[config.mk]
export PLATFORM = sky130hd
export DESIGN_NAME = decoder_round_controller
export DESIGN_NICKNAME = d
export VERILOG_FILES = /design/src/rtl/decoder_ctrl_pkg.sv /design/src/rtl/quiescence_detector.sv /design/src/rtl/decoder_round_controller.sv
export SDC_FILE = /design/constraint.sdc
export NUM_CORES = 1
export LEC_CHECK = 0
export BUFFER_PORTS_ARGS = -buffer_cell sky130_fd_sc_hd__buf_2
export CORE_MARGIN = 4
export CORE_UTILIZATION = 54
export CTS_CLUSTER_DIAMETER = 80
export DETAILED_ROUTE_END_ITERATION = 16
export GPL_TIMING_DRIVEN = 0
export PLACE_DENSITY = 0.86
export SLEW_MARGIN = 20
export SYNTH_ARGS = -nofsm -noshare
export SYNTH_HDL_FRONTEND = slang
export SYNTH_SLANG_ARGS = --single-unit
[constraint.sdc]
create_clock -name clk_i -period 3 [get_ports clk_i]
set_input_delay 0.45 -clock clk_i [delete_from_list [all_inputs] [get_ports clk_i]]
set_output_delay 0.45 -clock clk_i [all_outputs]
set_load 0.03 [all_outputs]
[src/rtl/decoder_ctrl_pkg.sv]
// Shared definitions for the decoder round controller.
// Contents: round FSM state type and fixed phase lengths.
package decoder_ctrl_pkg;

  typedef enum logic [2:0] {
    StIdle,
    StLoad,
    StSettle,
    StOffer,
    StStop,
    StDrain,
    StReadout
  } ctrl_state_e;

  // Cycles the PE match registers need after stop_offer before readout.
  localparam int unsigned DrainCycles  = 2;
  // Idle cycles between the measurement load and the first offer cycle.
  localparam int unsigned SettleCycles = 1;
  // Wide enough for the longer of the two fixed phases.
  localparam int unsigned PhaseW       = 2;

endpackage

[src/rtl/quiescence_detector.sv]
// Counts consecutive cycles in which no PE has an outgoing link valid.
// Ports:
//   clk_i, reset_i  clock, synchronous active-high reset
//   link_busy_i     per-PE busy flags; any set bit restarts the count
//   enable_i        count this cycle
//   clear_i         force the count back to zero
//   quiet_o         the count reaches QuietCycles in this cycle (combinational)
module quiescence_detector #(
  parameter int unsigned NumPe       = 6,
  parameter int unsigned QuietCycles = 4
) (
  input  logic             clk_i,
  input  logic             reset_i,
  input  logic [NumPe-1:0] link_busy_i,
  input  logic             enable_i,
  input  logic             clear_i,
  output logic             quiet_o
);

  localparam int unsigned CntW = $clog2(QuietCycles + 1);

  logic [CntW-1:0] cnt_q, cnt_d;

  always_comb begin
    cnt_d = cnt_q;
    if (clear_i) begin
      cnt_d = '0;
    end else if (enable_i) begin
      if (|link_busy_i) begin
        cnt_d = '0;
      end else if (cnt_q != CntW'(QuietCycles)) begin
        cnt_d = cnt_q + 1'b1;
      end
    end
  end

  // Looks at the updated count so the FSM can leave on the cycle the run completes.
  assign quiet_o = enable_i && !clear_i && (cnt_d == CntW'(QuietCycles));

  always_ff @(posedge clk_i) begin
    if (reset_i) begin
      cnt_q <= '0;
    end else begin
      cnt_q <= cnt_d;
    end
  end

endmodule

[src/rtl/decoder_round_controller.sv]
// Sequences one decoding round of the PE grid: load syndrome, run the offer phase
// until the mesh goes quiet (or times out), stop, drain, then stream every PE's
// match value out in row-major order over valid/ready.
// Optional feature macro: ROUND_CYCLE_COUNTER_EN adds round_cycles_o.
// Ports:
//   clk_i, reset_i                    clock, synchronous active-high reset
//   syn_valid_i/syn_ready_o/syn_data_i  syndrome input handshake (bit k = PE k)
//   meas_value_o, meas_valid_o        measurement broadcast to the PEs
//   start_offer_o, stop_offer_o       offer-phase control pulses
//   link_busy_i                       per-PE outgoing link activity
//   match_i                           PE k match value at [k*W +: W]
//   res_valid_o/res_ready_i           result stream handshake
//   res_index_o, res_value_o, res_last_o  beat contents
//   busy_o                            round in progress
//   timeout_err_o                     sticky: last offer phase timed out
//   round_cycles_o                    (optional) accept-to-last-beat cycle count
module decoder_round_controller
  import decoder_ctrl_pkg::*;
#(
  parameter int unsigned GridRows        = 2,
  parameter int unsigned GridCols        = 3,
  parameter int unsigned MatchValueWidth = 8,
  parameter int unsigned QuietCycles     = 4,
  // Must be at least QuietCycles + 1.
  parameter int unsigned MaxOfferCycles  = 1024,
  localparam int unsigned NumPe          = GridRows * GridCols,
  localparam int unsigned IdxW           = (NumPe > 1) ? $clog2(NumPe) : 1
) (
  input  logic                             clk_i,
  input  logic                             reset_i,
  input  logic                             syn_valid_i,
  output logic                             syn_ready_o,
  input  logic [NumPe-1:0]                 syn_data_i,
  output logic [NumPe-1:0]                 meas_value_o,
  output logic                             meas_valid_o,
  output logic                             start_offer_o,
  output logic                             stop_offer_o,
  input  logic [NumPe-1:0]                 link_busy_i,
  input  logic [NumPe*MatchValueWidth-1:0] match_i,
  output logic                             res_valid_o,
  input  logic                             res_ready_i,
  output logic [IdxW-1:0]                  res_index_o,
  output logic [MatchValueWidth-1:0]       res_value_o,
  output logic                             res_last_o,
  output logic                             busy_o,
  output logic                             timeout_err_o
`ifdef ROUND_CYCLE_COUNTER_EN
  ,
  output logic [31:0]                      round_cycles_o
`endif
);

  localparam int unsigned OfferW = $clog2(MaxOfferCycles + 1);

  ctrl_state_e                state_q, state_d;
  logic [PhaseW-1:0]          phase_q, phase_d;
  logic [OfferW-1:0]          offer_q, offer_d;
  logic [IdxW-1:0]            idx_q, idx_d;
  logic [NumPe-1:0]           meas_value_q, meas_value_d;
  logic [MatchValueWidth-1:0] res_value_q, res_value_d;
  logic                       timeout_q, timeout_d;
  logic                       syn_ready_q, meas_valid_q, start_offer_q, stop_offer_q;
  logic                       res_valid_q, res_last_q, busy_q;
  logic                       accept, beat, quiet;

  assign accept = syn_valid_i & syn_ready_q;
  assign beat   = res_valid_q & res_ready_i;

  // The start_offer cycle is excluded from the quiet run.
  quiescence_detector #(
    .NumPe      (NumPe),
    .QuietCycles(QuietCycles)
  ) u_quiet (
    .clk_i      (clk_i),
    .reset_i    (reset_i),
    .link_busy_i(link_busy_i),
    .enable_i   ((state_q == StOffer) && !start_offer_q),
    .clear_i    (state_q != StOffer),
    .quiet_o    (quiet)
  );

  always_comb begin
    state_d      = state_q;
    phase_d      = phase_q;
    offer_d      = offer_q;
    idx_d        = idx_q;
    meas_value_d = meas_value_q;
    timeout_d    = timeout_q;
    unique case (state_q)
      StIdle: begin
        if (accept) begin
          state_d      = StLoad;
          meas_value_d = syn_data_i;
          timeout_d    = 1'b0;
        end
      end
      StLoad: begin
        state_d = StSettle;
        phase_d = '0;
      end
      StSettle: begin
        if (phase_q == PhaseW'(SettleCycles - 1)) begin
          state_d = StOffer;
          offer_d = '0;
        end else begin
          phase_d = phase_q + 1'b1;
        end
      end
      StOffer: begin
        if (offer_q != OfferW'(MaxOfferCycles)) offer_d = offer_q + 1'b1;
        // Convergence wins over a timeout landing on the same cycle.
        if (quiet) begin
          state_d = StStop;
        end else if (offer_q == OfferW'(MaxOfferCycles - 1)) begin
          state_d   = StStop;
          timeout_d = 1'b1;
        end
      end
      StStop: begin
        state_d = StDrain;
        phase_d = '0;
      end
      StDrain: begin
        if (phase_q == PhaseW'(DrainCycles - 1)) begin
          state_d = StReadout;
          idx_d   = '0;
        end else begin
          phase_d = phase_q + 1'b1;
        end
      end
      StReadout: begin
        if (beat) begin
          if (idx_q == IdxW'(NumPe - 1)) begin
            idx_d   = '0;
            state_d = StIdle;
          end else begin
            idx_d = idx_q + 1'b1;
          end
        end
      end
      default: state_d = StIdle;
    endcase

    // Capture a PE value only when the beat index changes; hold it under stall.
    res_value_d = res_value_q;
    if (state_d == StReadout) begin
      if ((state_q != StReadout) || beat) begin
        res_value_d = match_i[idx_d*MatchValueWidth +: MatchValueWidth];
      end
    end else begin
      res_value_d = '0;
    end
  end

  always_ff @(posedge clk_i) begin
    if (reset_i) begin
      state_q       <= StIdle;
      phase_q       <= '0;
      offer_q       <= '0;
      idx_q         <= '0;
      meas_value_q  <= '0;
      res_value_q   <= '0;
      timeout_q     <= 1'b0;
      syn_ready_q   <= 1'b1;
      meas_valid_q  <= 1'b0;
      start_offer_q <= 1'b0;
      stop_offer_q  <= 1'b0;
      res_valid_q   <= 1'b0;
      res_last_q    <= 1'b0;
      busy_q        <= 1'b0;
    end else begin
      state_q       <= state_d;
      phase_q       <= phase_d;
      offer_q       <= offer_d;
      idx_q         <= idx_d;
      meas_value_q  <= meas_value_d;
      res_value_q   <= res_value_d;
      timeout_q     <= timeout_d;
      syn_ready_q   <= (state_d == StIdle);
      meas_valid_q  <= (state_d == StLoad);
      start_offer_q <= (state_q == StSettle) && (state_d == StOffer);
      stop_offer_q  <= (state_d == StStop);
      res_valid_q   <= (state_d == StReadout);
      res_last_q    <= (state_d == StReadout) && (idx_d == IdxW'(NumPe - 1));
      busy_q        <= (state_d != StIdle);
    end
  end

  assign syn_ready_o   = syn_ready_q;
  assign meas_value_o  = meas_value_q;
  assign meas_valid_o  = meas_valid_q;
  assign start_offer_o = start_offer_q;
  assign stop_offer_o  = stop_offer_q;
  assign res_valid_o   = res_valid_q;
  assign res_index_o   = idx_q;
  assign res_value_o   = res_value_q;
  assign res_last_o    = res_last_q;
  assign busy_o        = busy_q;
  assign timeout_err_o = timeout_q;

`ifdef ROUND_CYCLE_COUNTER_EN
  logic [31:0] rc_cnt_q, rc_cnt_d, round_cycles_q, round_cycles_d;

  // The accept cycle itself is not counted; the LOAD cycle is cycle 1.
  always_comb begin
    rc_cnt_d       = rc_cnt_q;
    round_cycles_d = round_cycles_q;
    if (accept) begin
      rc_cnt_d = 32'd1;
    end else if ((state_q != StIdle) && (rc_cnt_q != 32'hFFFF_FFFF)) begin
      rc_cnt_d = rc_cnt_q + 32'd1;
    end
    if ((state_q == StReadout) && beat && (idx_q == IdxW'(NumPe - 1))) begin
      round_cycles_d = rc_cnt_q;
    end
  end

  always_ff @(posedge clk_i) begin
    if (reset_i) begin
      rc_cnt_q       <= '0;
      round_cycles_q <= '0;
    end else begin
      rc_cnt_q       <= rc_cnt_d;
      round_cycles_q <= round_cycles_d;
    end
  end

  assign round_cycles_o = round_cycles_q;
`endif

endmodule
==> results of run 1 <==
flip-flops by register name, summed over array words and instances, names as in the netlist:
name	count
res_index_o	3
offer_q	11
syn_ready_o	1
start_offer_o	1
meas_valid_o	1
meas_value_o	6
phase_q	2
u_quiet.cnt_q	3
busy_o	1
timeout_err_o	1
state_q	3
res_valid_o	1
res_value_o	8
res_last_o	1
stop_offer_o	1
power breakdown:
part	total [W]	internal (W)	switching, W
Sequential	0.000688	0.000644	0.0000431
Clock	0.000458	0.000251	0.000207
Combinational	0.000535	0.000217	0.000318
Total	0.00168	0.00111	0.000569
how the worst min path moves through the flow:
stage | from | slack (ps) | to
floorplan | phase_q[0] | 460 | phase_q[0]
global placement | meas_value_o[0] | 470 | meas_value_o[0]
detailed placement | meas_value_o[1] | 470 | meas_value_o[1]
CTS | reset_i | 370 | state_q[0]
global route | syn_data_i[1] | 380 | meas_value_o[1]
finish | reset_i | 370 | state_q[0]
Yosys cell counts, types with 2 or more instances:
library cell,count
nand4_1,5
inv_1,10
ha_1,6
or2_2,9
and2_1,4
clkbuf_1,4
buf_4,2
dfxtp_1,44
buf_6,2
nor3_1,8
a21oi_1,9
o21ai_0,4
nand3b_1,3
o211a_1,10
buf_2,4
a31oi_1,13
nand2b_1,7
nor2_1,34
o21a_1,2
and3_1,3
nor4_1,2
nand3_1,3
o21bai_1,2
and3b_1,2
mux2i_1,26
o22ai_1,9
xnor2_1,3
nand2_1,31
or3_1,2
xor2_1,8
logic make-up (layout without fill, tap and decap cells):
| kind of cell | count (synthesis) | after routing | share of synthesized area (%) |
|---|---|---|---|
| fa+ha+maj | 6 | 6 | 3.00 |
| compound gates | 55 | 55 | 16.0 |
| mux | 27 | 27 | 10.9 |
| xor+xnor | 11 | 11 | 3.85 |
| buf+inv | 23 | 119 | 4.55 |
| simple gates | 124 | 124 | 26.5 |
| flops | 44 | 44 | 35.2 |
per-stage QoR:
| step | worst slack (ps) | hold slack (ps) |
|---|---|---|
| after floorplan | 918 | 462 |
| after global placement | 734 | 469 |
| after detailed placement | 699 | 475 |
| after CTS | 854 | 369 |
| after global routing | 694 | 384 |
| final | 863 | 371 |
metal layers:
layer | up-vias | track usage [%] | wire length (um)
met5 | - | 0 | 0
met4 | 0 | 8.22 | 80
met3 | 8 | 4.73 | 407
met2 | 76 | 36.4 | 3130
met1 | 1146 | 25.3 | 2550
li1 | 1231 | - | -
critical path: stages, from the launching register on:
cell	delay (ps)
dfxtp_1	380
ha_1	200
nand4b_1	150
o21ai_0	200
or2_1	180
buf_6	150
buf_6	180
mux2i_1	230
o22ai_1	110
o211a_1	250
layout make-up:
type | count | area (sq um) | area share (%)
inverter | 10 | 37.5 | 1.20
multi-input combinational | 223 | 1510 | 48.3
timing repair buffer | 88 | 440 | 14.1
tap | 52 | 65.1 | 2.08
clock buffer | 5 | 68.8 | 2.20
buffer | 13 | 76.3 | 2.44
sequential | 44 | 881 | 28.2
clock inverter | 3 | 46.3 | 1.48
==> run metrics, run 1 <==
RR Startpoint phase_q[0]; Yosys warnings 0; worst-margin pin slew 1040 ps; DP Cell Count 430; Post-synth ARST share 0%; relative slew slack 30.0%; core box area 0.00441 sq mm; Leak Pwr 1.61 nW; most common cell after layout, fill and taps aside buf_2; fmax 0.468 GHz; post-layout util 70.7%; CP required 3200 ps; die height 76.1 um; synthesized area per cell 8.62 sq um; CTS Buf Count 5; Placer Congestion 0.829; #FFs+latches synth 44; maximum VDD drop 0.000398 V; Num Clock Sinks 44; Clock Latency Late Sink 300 ps; Hold-fix buffers, CTS 0; Final setup viols 0; status finished, final reports clean; routed wire length 6170 um; average vias per placed instance 5.62; most frequent cells in the layout buf_2 (92), dfxtp_1 (44), nor2_1 (34); Antenna diodes 0; Hold Crit Depth 2; grt ovf 0; top cells by area, synth dfxtp_1 (35%), mux2i_1 (10%), nor2_1 (5.1%), nand2_1 (4.7%), o211a_1 (4.0%); Initial Utilization 56.7%; DRT Pass-1 Iters 4; Final Critical Period 2140 ps; area grow syn2layout 24.8%; top cell type's share of synthesized area 35.2%; worst flop-to-flop path endpoint res_value_o[0]; Max Cap Viol 0; RSZ-0062 raised after global routing false; All-Layer GR Usage 21.1%; first-pass GRT wire length 10,400 um; H-tree depth 2; Yosys top cell by area dfxtp_1; Overall Power 0.00168 W; clock-pin slew on the worst setup and hold paths 90 ps; pwr dens 538 mW/mm^2; Hold Violations, Final 0; reg2reg setup slack 860 ps; CTS tree built; die width 76.1 um; die area 0.00578 sq mm; Ports 89; DP HPWL 4740 um; drt drc 0; # port buffers 88; Seq/Total Area, Yosys 35.2%; initial antenna violation count 0; CTS resizes 0; fin cells 438; predominant post-synthesis flop cell dfxtp_1; WL/cell 14.1 um; fraction of final layout cells sized beyond drive strength 1 31.3%; Starting DRT DRC Count 101; fin crit share 71.2%; largest net degree at the start of global routing 16; Synth Cell Area 0.00250 sq mm; Root Driver clkbuf_8; Data arrival, critical path 2330 ps; placement row count 24; synthesized net count 360; Crit. Startpoint phase_q[0]; Post-Syn Instances 290; final setup skew 6.36 ps; worst hold path type in -> reg; worst r2r path cells 9; placed inst area 0.00301 sq mm; critical path class reg -> reg; type of origin of the critical path flop; post-route cell area 0.00312 sq mm; # nets final 455; Fillers 363; final slew viol count 0; Antenna Violating Nets Remaining 0; Setup crit end kind flop; setup bufs post-CTS 0; Fin Setup TNS 0 ps; Max Fanout on Critical Path 10; critical path endpoint res_value_o[0]; routed vias 2,461; vias in the first global route 2,428; post-synth cell types 49; Post-synth EDFFs 0; CTS max path bufs 2
Note: power is estimated with default switching activity, not from simulation.
==> inputs of run 2 (changes only) <==
--- a/config.mk
+++ b/config.mk
@@ -7,11 +7,11 @@
 export LEC_CHECK = 0
 export BUFFER_PORTS_ARGS = -buffer_cell sky130_fd_sc_hd__buf_2
 export CORE_MARGIN = 4
-export CORE_UTILIZATION = 54
+export CORE_UTILIZATION = 45
 export CTS_CLUSTER_DIAMETER = 80
 export DETAILED_ROUTE_END_ITERATION = 16
 export GPL_TIMING_DRIVEN = 0
-export PLACE_DENSITY = 0.86
+export PLACE_DENSITY = 0.76
 export SLEW_MARGIN = 20
 export SYNTH_ARGS = -nofsm -noshare
 export SYNTH_HDL_FRONTEND = slang
==> constraint.sdc (replaced) <==
create_clock -name clk_i -period 1.85 [get_ports clk_i]
set_input_delay 0.2775 -clock clk_i [delete_from_list [all_inputs] [get_ports clk_i]]
set_output_delay 0.2775 -clock clk_i [all_outputs]
set_load 0.03 [all_outputs]
==> run 2 against run 1 <==
Against the previous run: via count rose by 0.49%; power increased by 58%; critical path depth up 1; clock-buffer cell count did not move; combinational power increased by 77%; setup slack worse by 850 ps; first-iteration DRC count increased by 28%.
==> run metrics, run 2 (same netlist as run 1, synthesis figures left out) <==
vias in the first global route 2,291 (was 2,428); RR Startpoint phase_q[1] (was phase_q[0]); WL/cell 14.2 um (was 14.1 um); fraction of final layout cells sized beyond drive strength 1 40.0% (was 31.3%); Min-Delay Endpoint state_q[0] (unchanged); DP Cell Count 448 (was 430); most frequent cells in the layout buf_2 (89), dfxtp_1 (34), nor2_1 (33) (was buf_2 (92), dfxtp_1 (44), nor2_1 (34)); placement row count 26 (was 24); Antenna diodes 0 (unchanged); critical path class reg -> reg (unchanged); die area 0.00681 sq mm (was 0.00578 sq mm); CTS tree built (unchanged); die height 82.6 um (was 76.1 um); drt drc 0 (unchanged); Root Driver clkbuf_8 (unchanged); DP HPWL 4690 um (was 4740 um); worst hold slack 209 ps (was 371 ps); Data arrival, critical path 2030 ps (was 2330 ps); Hold Crit Depth 2 (unchanged); Starting DRT DRC Count 129 (was 101); Final Critical Period 1840 ps (was 2140 ps); Leak Pwr 1.67 nW (was 1.61 nW); worst hold path type in -> reg (unchanged); largest net degree at the start of global routing 14 (was 16); reg2reg setup slack 9 ps (was 860 ps); fin cells 465 (was 438); maximum VDD drop 0.000747 V (was 0.000398 V); # nets final 465 (was 455); core box area 0.00524 sq mm (was 0.00441 sq mm); CTS Buf Count 5 (unchanged); Clock Latency Late Sink 290 ps (was 300 ps); hold_sp reset_i (unchanged); Max Fanout on Critical Path 5 (was 10); type of origin of the critical path flop (unchanged); All-Layer GR Usage 18.6% (was 21.1%); relative slew slack 57.4% (was 30.0%); worst flop-to-flop path endpoint res_value_o[6] (was res_value_o[0]); Fin Setup TNS 0 ps (unchanged); DRT Pass-1 Iters 4 (unchanged); Num Clock Sinks 44 (unchanged); Ports 89 (unchanged); final slew viol count 0 (unchanged); worst r2r path cells 10 (was 9); Final setup viols 0 (unchanged); first-pass GRT wire length 10,000 um (was 10,400 um); routed wire length 6610 um (was 6170 um); CTS max path bufs 2 (unchanged); fin crit share 99.5% (was 71.2%); sequential standard cell area 896 sq um (was 881 sq um); most common cell after layout, fill and taps aside buf_2 (unchanged); worst-margin pin slew 634 ps (was 1040 ps); RSZ-0062 raised after global routing true (was false); clock-pin slew on the worst setup and hold paths 80 ps (was 90 ps); Initial Utilization 47.8% (was 56.7%); Hold-fix buffers, CTS 0 (unchanged); Max Cap Viol 0 (unchanged); Top reg by flops offer_q (unchanged); pre-CTS setup slack -167 ps (was 699 ps); multi-input logic area 0.00162 sq mm (was 0.00151 sq mm); grt ovf 0 (unchanged); routed vias 2,473 (was 2,461); fmax 0.543 GHz (was 0.468 GHz); status finished, final reports clean (unchanged); pwr dens 786 mW/mm^2 (was 538 mW/mm^2); Placer Congestion 0.853 (was 0.829); Setup crit end kind flop (unchanged); max reg flops 11 (unchanged); H-tree depth 2 (unchanged); Fillers 460 (was 363); die width 82.6 um (was 76.1 um); # port buffers 88 (unchanged); Hold Violations, Final 0 (unchanged); average vias per placed instance 5.32 (was 5.62); Antenna Violating Nets Remaining 0 (unchanged); final setup skew 6.45 ps (was 6.36 ps); initial antenna violation count 0 (unchanged); final worst slack 9.10 ps (was 863 ps); area grow syn2layout 34.7% (was 24.8%); CP required 2040 ps (was 3200 ps)
[run 2: through the flow]
step                util (%)  area (sq um)  total power [W]
detailed placement      58.0          3040          0.00199
global route            64.3          3370          0.00281
floorplan                  -          2510          0.00175
CTS                     62.2          3260          0.00261
finish                  64.3          3370          0.00265
global placement        58.0          3040          0.00197
[run 2: metal layers]
layer / global-route usage, % / share of wire, % / wire [um]
met5: 0 / 0 / 0
met4: 4.90 / 0.83 / 55
met1: 23.3 / 42 / 2800
met3: 3.47 / 7.0 / 463
met2: 32.6 / 50 / 3290
[run 2: how the worst max path moves through the flow]
stage                     cells after the start        endpoint  slack, ps      startpoint
after floorplan                               8  res_value_o[0]         20     res_valid_o
after global placement                        6  res_value_o[6]       -180     res_ready_i
after detailed placement                      7          busy_o       -170  link_busy_i[1]
after CTS                                     8  res_value_o[5]        0.7      state_q[1]
after global routing                         10  res_value_o[6]       -100      phase_q[1]
final                                        10  res_value_o[6]          9      phase_q[1]
[run 2: timing repair]
| action | CTS | global route |
|---|---|---|
| gates resized for setup | 17 | 25 |
| pin swaps | 5 | 6 |
| endpoints found under the setup margin | 17 | 24 |
| cloned | 1 | 1 |
| buffers inserted | 7 | 2 |
[run 2: cell type report]
cell class / instances / share of cell area, %
multi-input combinational: 223 / 48.0
sequential: 44 / 26.6
timing repair buffer: 99 / 16.4
buffer: 12 / 2.82
tap: 70 / 2.60
clock buffer: 5 / 2.04
inverter: 10 / 1.11
clock inverter: 2 / 0.371
[run 2: critical path, cell delays in order, from the launching register on]
cell	delay (ps)
dfxtp_2	330
inv_2	50
ha_4	150
nand4b_1	130
o21ai_2	90
or2_1	220
buf_6	140
buf_12	130
mux2i_1	150
o22ai_1	100
o211a_1	220
[run 2: where the power goes]
group,leakage [nW],switching [W],internal [W],total (W)
Sequential,0.361,0.0000762,0.00105,0.00113
Combinational,1.27,0.000537,0.000410,0.000948
Clock,0.0400,0.000316,0.000256,0.000572
Total,1.67,0.000930,0.00172,0.00265
==> inputs of run 3 (changes only) <==
==> constraint.sdc (replaced) <==
create_clock -name clk_i -period 1.5 [get_ports clk_i]
set_input_delay 0.225 -clock clk_i [delete_from_list [all_inputs] [get_ports clk_i]]
set_output_delay 0.225 -clock clk_i [all_outputs]
set_load 0.03 [all_outputs]
==> run 3 against run 2 <==
Against the previous run: worst hold slack got worse by 64 ps; global-route usage increased by 1.4 points; final area increased by 14%; flip-flop and latch count is the same; the run now ends with setup timing left; wire length increased by 18%; sequential power increased by 24%; final cell count up 4.5%; via count up 6.0%.
==> run metrics, run 3 (same netlist as run 1, synthesis figures left out) <==
status finished with violations (was finished, final reports clean); failing checks setup timing; Data arrival, critical path 2050 ps (was 2030 ps); CTS Buf Count 5 (unchanged); maximum VDD drop 0.00125 V (was 0.000747 V); Starting DRT DRC Count 111 (was 129); All-Layer GR Usage 20.0% (was 18.6%); Clock Latency Late Sink 300 ps (was 290 ps); Max Fanout on Critical Path 4 (was 5); Final setup viols 31 (was 0); Antenna diodes 0 (unchanged); Antenna Violating Nets Remaining 0 (unchanged); slowest CP cell dfxtp_2 (unchanged); core box area 0.00524 sq mm (unchanged); Top reg by flops offer_q (unchanged); routed vias 2,622 (was 2,473); reg2reg setup slack -370 ps (was 9 ps); DRT Pass-1 Iters 4 (unchanged); max reg flops 11 (unchanged); H-tree depth 2 (unchanged); Initial Utilization 47.8% (unchanged); die width 82.6 um (unchanged); Ports 89 (unchanged); Max Cap Viol 0 (unchanged); grt ovf 0 (unchanged); WL/cell 16.0 um (was 14.2 um); CP peak stage delay 330 ps (about the same); Fillers 384 (was 460); Hold Crit Depth 2 (unchanged); type of origin of the critical path flop (unchanged); worst flop-to-flop path endpoint res_value_o[3] (was res_value_o[6]); family with the most delay on the worst path compound AO/OA/AOI/OAI gates (unchanged); # nets final 485 (was 465); Leak Pwr 1.82 nW (was 1.67 nW); fin crit share 124% (was 99.5%); worst-margin pin slew 610 ps (was 634 ps); crit path cell chain inv_2, ha_4, nand4b_1, o21ai_2, or2_4, buf_6, mux2i_2, o22ai_1, o211a_1 (was inv_2, ha_4, nand4b_1, o21ai_2, or2_1, buf_6, buf_12, mux2i_1, o22ai_1, o211a_1); Fin Setup TNS -6540 ps (was 0 ps); Placer Congestion 0.841 (was 0.853); final slew viol count 0 (unchanged); fmax 0.536 GHz (was 0.543 GHz); drt drc 0 (unchanged); Min-Delay Endpoint state_q[0] (unchanged); first-pass GRT wire length 10,600 um (was 10,000 um); vias in the first global route 2,382 (was 2,291); Root Driver clkbuf_8 (unchanged); fraction of final layout cells sized beyond drive strength 1 53.4% (was 40.0%); die height 82.6 um (unchanged); most frequent cells in the layout buf_2 (89), nor2_1 (31), nand2_1 (27) (was buf_2 (89), dfxtp_1 (34), nor2_1 (33)); area grow syn2layout 53.7% (was 34.7%); hold_sp reset_i (unchanged); routed wire length 7790 um (was 6610 um); worst r2r path cells 9 (was 10); placement row count 26 (unchanged); Final Critical Period 1870 ps (was 1840 ps); CTS max path bufs 2 (unchanged); RR Startpoint phase_q[1] (unchanged); CTS tree built (unchanged); DP HPWL 4960 um (was 4690 um); initial antenna violation count 0 (unchanged); clock-pin slew on the worst setup and hold paths 90 ps (was 80 ps); # port buffers 88 (unchanged); pwr dens 1020 mW/mm^2 (was 786 mW/mm^2); largest net degree at the start of global routing 15 (was 14); critical path class reg -> reg (unchanged); final worst slack -366 ps (was 9.10 ps); worst hold path type in -> reg (unchanged); Hold Violations, Final 0 (unchanged); average vias per placed instance 5.40 (was 5.32); most common cell after layout, fill and taps aside buf_2 (unchanged); Buffers & Inverters on Critical Path 2 (was 3); die area 0.00681 sq mm (unchanged); Setup crit end kind flop (unchanged); Num Clock Sinks 44 (unchanged); CP required 1690 ps (was 2040 ps); Overall Power 0.00392 W (was 0.00265 W); final setup skew 9.54 ps (was 6.45 ps); RSZ-0062 raised after global routing true (unchanged); relative slew slack 59.4% (was 57.4%)
## run 3: changes by cell type in the layout (fill, tap and decap cells not counted), sizes merged
cell / previous run / this run
and3: 3 / 4
buf: 105 / 127
bufinv: 0 / 1
clkbuf: 11 / 8
clkinv: 1 / 2
clkinvlp: 1 / 0
## run 3: cell type report
class | count | area, sq um | area share [%]
well taps | 70 | 87.6 | 2.28
multi-input cells | 224 | 1860 | 48.3
inverters | 10 | 42.5 | 1.11
repair buffers | 120 | 718 | 18.7
flip-flops and latches | 44 | 931 | 24.2
plain buffers | 10 | 96.3 | 2.51
clock inverters | 3 | 42.5 | 1.11
clock buffers | 5 | 68.8 | 1.79
## run 3: how the worst max path moves through the flow
stage	startpoint	endpoint	slack, ps	depth (start not counted)
CTS	phase_q[1]	res_value_o[2]	-360	10
global placement	state_q[0]	res_value_o[6]	-430	5
global route	phase_q[1]	res_value_o[3]	-450	9
finish	phase_q[1]	res_value_o[3]	-370	9
floorplan	phase_q[1]	res_value_o[0]	-230	10
detailed placement	state_q[0]	res_value_o[2]	-490	8
## run 3: repair_timing
action                     in CTS  in global routing
gates cloned                    1                  1
hold buffers                    0                  0
hold endpoints to repair        0                  0
pin swaps                      12                 27
setup endpoints to repair      39                 36
resized for setup              32                 70
buffers inserted               13                 19
## run 3: report_power, final
| part | switching, W | internal [W] | total (W) |
|---|---|---|---|
| clock network | 0.000413 | 0.000494 | 0.000906 |
| registers | 0.000108 | 0.00130 | 0.00140 |
| logic | 0.000842 | 0.000763 | 0.00161 |
| total | 0.00136 | 0.00255 | 0.00392 |
## run 3: per-stage QoR
step           std cells  hold WS (ps)  util [%]  setup WS (ps)  instance area [sq um]
2_1_floorplan        290           302         -           -231                   2600
3_3_place_gp         448           459      59.7           -426                   3130
3_5_place_dp         448           462      59.7           -493                   3130
4_1_cts              469           134      65.6           -356                   3440
5_1_grt              486           139      73.4           -448                   3840
6_report             486           145      73.4           -366                   3840
## run 3: layer usage
layer  up-vias  routed length (um)  global-route usage (%)
met5         -                   0                       0
met4         0                 102                    4.08
met3         8                 491                    4.56
met2        82                4020                    35.5
met1      1246                3170                    24.6
li1       1286                   -                       -
## run 3: worst register-to-register path: stages (launching register included)
cell	delay, ps
dfxtp_2	330
inv_2	50
ha_4	160
nand4b_1	130
o21ai_2	100
or2_4	300
buf_6	140
mux2i_2	200
o22ai_1	130
o211a_1	230
